[src/rtl/req_rs485_mc_pkg.sv]
// Shared definitions for the RS485 request detector: channel states, default codes, helpers.
// No logic of its own; latency and backpressure are properties of the modules that import it.
package req_rs485_mc_pkg;

    localparam int MAX_CH = 8;

    localparam logic [1:0] ST_IDLE  = 2'd0;
    localparam logic [1:0] ST_COUNT = 2'd1;
    localparam logic [1:0] ST_ACK   = 2'd2;

    // Channel 0 listens for 66 ('B'), channel 1 for 67 ('C').
    localparam logic [15:0] DEF_CODES = {8'd67, 8'd66};

    function automatic logic [2:0] lowest_set(input logic [MAX_CH-1:0] v);
        logic [2:0] r;
        r = '0;
        for (int i = MAX_CH - 1; i >= 0; i--) begin
            if (v[i]) r = 3'(i);
        end
        return r;
    endfunction

endpackage

[src/rtl/req_rs485_mc_ch.sv]
// One request channel: counts matching accepted bytes, then holds ack for ACK_LEN clks.
// ack is registered one clk after the final accept; no backpressure, bytes during ack are dropped.
module req_rs485_mc_ch
    import req_rs485_mc_pkg::*;
#(
    parameter int REQ_CNT = 7,
    parameter int ACK_LEN = 241,
    parameter int GAP_TO  = 0,
    parameter bit STRICT  = 1'b0
) (
    input  logic clk,
    input  logic nRST,
    input  logic accept,
    input  logic match,
    input  logic en,
    output logic ack,
    output logic ack_d
);
    localparam logic [3:0]  CNT_LAST = 4'(REQ_CNT - 1);
    localparam logic [7:0]  ACK_LOAD = 8'(ACK_LEN - 1);
    localparam logic [15:0] GAP_LIM  = 16'(GAP_TO);

    logic [1:0]  state, state_d;
    logic [3:0]  cnt, cnt_d;
    logic [7:0]  atmr, atmr_d;
    logic [15:0] gap, gap_d;
    logic        hit, timeout;

    assign hit     = accept & match & en;
    assign timeout = (GAP_TO != 0) && (gap == GAP_LIM);

    always_comb begin
        state_d = state;
        cnt_d   = cnt;
        atmr_d  = atmr;
        gap_d   = gap;
        case (state)
            ST_IDLE: begin
                cnt_d = '0;
                gap_d = '0;
                if (hit) begin
                    if (REQ_CNT == 1) begin
                        state_d = ST_ACK;
                        atmr_d  = ACK_LOAD;
                    end else begin
                        state_d = ST_COUNT;
                        cnt_d   = 4'd1;
                    end
                end
            end
            ST_COUNT: begin
                if (!en) begin
                    state_d = ST_IDLE;
                    cnt_d   = '0;
                end else if (hit) begin
                    gap_d = '0;
                    // A match landing on the timeout restarts the run instead of extending it.
                    if (timeout) begin
                        cnt_d = 4'd1;
                    end else if (cnt == CNT_LAST) begin
                        state_d = ST_ACK;
                        cnt_d   = '0;
                        atmr_d  = ACK_LOAD;
                    end else begin
                        cnt_d = cnt + 4'd1;
                    end
                end else if (timeout || (STRICT && accept)) begin
                    state_d = ST_IDLE;
                    cnt_d   = '0;
                end else if (GAP_TO != 0) begin
                    gap_d = gap + 16'd1;
                end
            end
            ST_ACK: begin
                cnt_d = '0;
                if (atmr == '0) state_d = ST_IDLE;
                else            atmr_d  = atmr - 8'd1;
            end
            default: begin
                state_d = ST_IDLE;
                cnt_d   = '0;
            end
        endcase
    end

    always_ff @(posedge clk or negedge nRST) begin
        if (!nRST) begin
            state <= ST_IDLE;
            cnt   <= '0;
            atmr  <= '0;
            gap   <= '0;
        end else begin
            state <= state_d;
            cnt   <= cnt_d;
            atmr  <= atmr_d;
            gap   <= gap_d;
        end
    end

    assign ack   = (state == ST_ACK);
    assign ack_d = (state_d == ST_ACK);

endmodule

[src/rtl/req_rs485_mc.sv]
// Multi-channel request detector on the RS485 byte stream; edge-detects rValid, fans out to channels.
// ack/ackAny/lastCh/TEST are registered one clk after the accept; no backpressure on the receiver.
module req_rs485_mc
    import req_rs485_mc_pkg::*;
#(
    parameter int                N_CH    = 2,
    parameter logic [N_CH*8-1:0] CODES   = DEF_CODES,
    parameter int                REQ_CNT = 7,
    parameter int                ACK_LEN = 241,
    parameter int                GAP_TO  = 0,
    parameter bit                STRICT  = 1'b0
) (
    input  logic            clk,
    input  logic            nRST,
    input  logic            rValid,
    input  logic [7:0]      dataMFK,
    input  logic [N_CH-1:0] enMask,
    output logic [N_CH-1:0] ack,
    output logic            ackAny,
    output logic [2:0]      lastCh,
    output logic            TEST
);
    logic            rvalid_q;
    logic            accept;
    logic [N_CH-1:0] match;
    logic [N_CH-1:0] ack_d;
    logic [N_CH-1:0] rise;

    assign accept = rValid & ~rvalid_q;
    assign rise   = ack_d & ~ack;

    for (genvar i = 0; i < N_CH; i++) begin : g_ch
        assign match[i] = (dataMFK == CODES[8*i +: 8]);

        req_rs485_mc_ch #(
            .REQ_CNT (REQ_CNT),
            .ACK_LEN (ACK_LEN),
            .GAP_TO  (GAP_TO),
            .STRICT  (STRICT)
        ) u_ch (
            .clk    (clk),
            .nRST   (nRST),
            .accept (accept),
            .match  (match[i]),
            .en     (enMask[i]),
            .ack    (ack[i]),
            .ack_d  (ack_d[i])
        );
    end

    // ackAny and lastCh follow the channels' next-state so they line up with ack.
    always_ff @(posedge clk or negedge nRST) begin
        if (!nRST) begin
            rvalid_q <= 1'b0;
            TEST     <= 1'b0;
            ackAny   <= 1'b0;
            lastCh   <= '0;
        end else begin
            rvalid_q <= rValid;
            TEST     <= accept & (|(match & enMask));
            ackAny   <= |ack_d;
            if (|rise) lastCh <= lowest_set(MAX_CH'(rise));
        end
    end

endmodule

[config.mk]
export PLATFORM = sky130hd
export DESIGN_NAME = req_rs485_mc
export DESIGN_NICKNAME = d
export VERILOG_FILES = /design/src/rtl/req_rs485_mc_pkg.sv /design/src/rtl/req_rs485_mc_ch.sv /design/src/rtl/req_rs485_mc.sv
export SDC_FILE = /design/constraint.sdc
export NUM_CORES = 1
export LEC_CHECK = 0
export BUFFER_PORTS_ARGS = -buffer_cell sky130_fd_sc_hd__buf_2
export CORE_UTILIZATION = 50
export CTS_BUF_LIST = sky130_fd_sc_hd__clkbuf_4 sky130_fd_sc_hd__clkbuf_8
export DETAILED_ROUTE_END_ITERATION = 10
export PLACE_DENSITY = 0.79
export SETUP_SLACK_MARGIN = 0.15
export SLEW_MARGIN = 20
export SYNTH_ARGS = -nofsm -noshare
export SYNTH_HDL_FRONTEND = slang
export SYNTH_SLANG_ARGS = --single-unit
[constraint.sdc]
create_clock -name clk -period 4.9 [get_ports clk]
set_input_delay 0.49 -clock clk [delete_from_list [all_inputs] [get_ports clk]]
set_output_delay 0.49 -clock clk [all_outputs]
set_load 0.03 [all_outputs]
==> results.sh <==
export IMPL_path_cells="nor4b_2 -> nand4_1 -> nor3_1 -> o22ai_1"
export IMPL_grt_use_met2=0.374
export IMPL_avgSynthCellArea_um2=10.1
export IMPL_clkLatencyLatePin_ns=0.33
export IMPL_finalSetupTns_ns=0
export IMPL_drive_gt1_frac=0.194
export IMPL_maxSlewViolCount=0
export IMPL_multi_input_area_um2=871
export IMPL_drc=0
export IMPL_worstPathMaxFanout=13
export IMPL_root_buffer="clkbuf_4"
export IMPL_ant_nets=0
export IMPL_fp_dieW_um=61.1
export IMPL_gp_congestion=0.800
export IMPL_routed_wl_mm=3.38
export IMPL_cts_max_level=2
export IMPL_synthTopCellsByArea="dfrtp_1 46%, ha_1 4.3%, o21ai_0 2.9%"
export IMPL_synth_top_area_cell="dfrtp_1"
export IMPL_use_met1=0.247
export IMPL_grt_overflow=0
export IMPL_fin_skew_ns=0.00386
export IMPL_synthFlopType="dfrtp_1"
export IMPL_p_leak_nw=0.803
export IMPL_cpMaxStageDelayCell="nor3_1"
export IMPL_portBuffers=17
export IMPL_initial_utilization=0.524
export IMPL_setup_viol=0
export IMPL_diodes=0
export IMPL_tightest_slew_ns=0.710
export IMPL_avgRoutedWirePerCell_um=14.3
export IMPL_finalCoreUtilization=0.573
export IMPL_cts_buffers=5
export IMPL_cts_sinks=32
export IMPL_grt_use_total=0.216
export IMPL_maxCapViolCount=0
export IMPL_finalHoldViolCount=0
export IMPL_grt_max_degree=33
export IMPL_areaGrowthSynthToFinish_pct=9.31
export IMPL_synth_enable_flop_cells=0
export IMPL_syn_area_um2=1750
export IMPL_cts_tree="built"
export IMPL_crit_path_start_kind="flip-flop"
export IMPL_ys_types=45
export IMPL_cp_required_ns=5.09
export IMPL_fmax_ghz=0.446
export IMPL_synth_cells=173
export IMPL_outcome="completed"
export IMPL_hpwl_mm=2.55
export IMPL_rows=21
export IMPL_clk_pin_slew_worst_paths_ns=0.09
export IMPL_synth_top_cell_area_share=0.458
export IMPL_via_per_inst=5.77
export IMPL_die_area_um2=3740
export IMPL_yosys_warnings=0
export IMPL_busiest_layer="met2"
export IMPL_dr_pass1_iters=4
export IMPL_drt_iter0_markers=77
export IMPL_fin_nets=209
export IMPL_cts_setup_buffers=0
export IMPL_synth_seq_cells=32
export IMPL_crit_path_max_incr_delay_ns=0.63
export IMPL_max_vdd_ir_drop_uv=216
export IMPL_cts_resized_gates=0
export IMPL_period_share=0.457
export IMPL_period_needed_ns=2.24
export IMPL_grt_pass1_wl_mm=5.78
export IMPL_antenna_found_initial=0
export IMPL_worst_ep_arrival_time_ns=2.44
export IMPL_via_count=1368
export IMPL_met3_usage=0.0567
export IMPL_hp_class="in2async"
export IMPL_cts_buffer_depth=2
export IMPL_path_class="reg2reg"
export IMPL_dp_cells=229
export IMPL_p_per_area_nw_per_um2=433
export IMPL_cp_end_kind="flip-flop"
export IMPL_seq_area_frac_synth=0.458
export IMPL_regToRegSetupSlack_ns=2.66
export IMPL_die_h_um=61.1
export IMPL_fillers=312
export IMPL_ioPinCount=20
export IMPL_regArea_um2=801
export IMPL_core_area_um2=3340
export IMPL_rsz0062_at_grt="false"
export IMPL_cts_hold_buf=0
export IMPL_synthArstFlopShare=1.00
export IMPL_slew_headroom=0.526
export IMPL_final_cells=237
export IMPL_grt_pass1_vias=1324
## state kept, by name (all words and copies together), names as in the netlist
register,flops
g_ch.u_ch.cnt,8
TEST,1
ackAny,1
g_ch.u_ch.state,4
lastCh,1
rvalid_q,1
g_ch.u_ch.atmr,16
## placed cells by master, fill, tap and decap left out, drive strengths merged, types with 4 or more instances in the layout
master	Yosys	routed
o31ai	5	5
nand3	6	6
or4	7	7
or3	8	8
ha	6	6
nand4	6	6
o21ai	10	10
buf	6	17
dfrtp	32	32
a21oi	8	8
nand2b	4	4
nand2	13	13
nor2	10	10
inv	8	8
clkbuf	2	8
nor3	5	5
## critical path, delay by kind of cell (launching register included)
kind	cells	cell delay, ns
simple gates	3	1.53
flops	1	0.40
compound gates	1	0.16
## final cells by class
type	count	share of cell area
inverters	8	0.0157
clock buffers	8	0.0347
multi-input cells	126	0.456
repair buffers	17	0.0445
well taps	46	0.0301
flip-flops and latches	32	0.419
## power by group
group | internal [mW] | switching, mW
combinational | 0.117 | 0.131
sequential | 0.330 | 0.0800
clock | 0.0818 | 0.0867
## layer usage
| layer | vias to the layer above | wire [um] |
|---|---|---|
| met2 | 23 | 1700 |
| met1 | 671 | 1510 |
| li1 | 669 | - |
| met3 | 5 | 122 |
| met5 | - | 0 |
| met4 | 0 | 53 |
## through the flow
step	cell area (um^2)	power, mW	hold WS (ns)	setup slack (ns)
after floorplan	1750	0.601	0.194	3.10
after global placement	1840	0.642	0.444	2.60
after detailed placement	1840	0.661	0.443	2.41
after CTS	1910	0.832	0.208	2.61
after global routing	1910	0.883	0.236	2.44
final	1910	0.826	0.194	2.66
## synth_stat cells (3+ instances only)
| library cell | instances |
|---|---|
| nand2_1 | 13 |
| buf_4 | 5 |
| nor2b_1 | 3 |
| nand3_1 | 6 |
| mux2i_1 | 3 |
| nor2_1 | 10 |
| or3_1 | 7 |
| ha_1 | 6 |
| o21ai_0 | 10 |
| dfrtp_1 | 32 |
| or4_1 | 4 |
| o22ai_1 | 3 |
| nand4_1 | 5 |
| nand2b_1 | 4 |
| inv_1 | 8 |
| a21oi_1 | 8 |
| nor3_1 | 5 |
| nand3b_1 | 3 |
| o31ai_1 | 3 |
## final timing paths
path	end	cells past startpoint	startpoint
max in group asynchronous	g_ch[1].u_ch.atmr[5]	1	nRST
max reg2reg	g_ch[1].u_ch.atmr[1]	4	rvalid_q
min in group clk	rvalid_q	1	rValid
min reg2reg	g_ch[0].u_ch.cnt[0]	1	g_ch[0].u_ch.state[1]
max	g_ch[1].u_ch.atmr[1]	4	rvalid_q
min	g_ch[1].u_ch.cnt[1]	1	nRST
## cells by family after synthesis
logic type | synth area share
AO/OA/AOI/OAI | 0.155
XOR/XNOR | 0.0150
adder cells (fa/ha/maj) | 0.0429
buffers and inverters | 0.0458
flip-flops | 0.458
multiplexers | 0.0172
other | 0.00215
AND/OR/NAND/NOR | 0.264
Power figures use the tool's default switching activity.
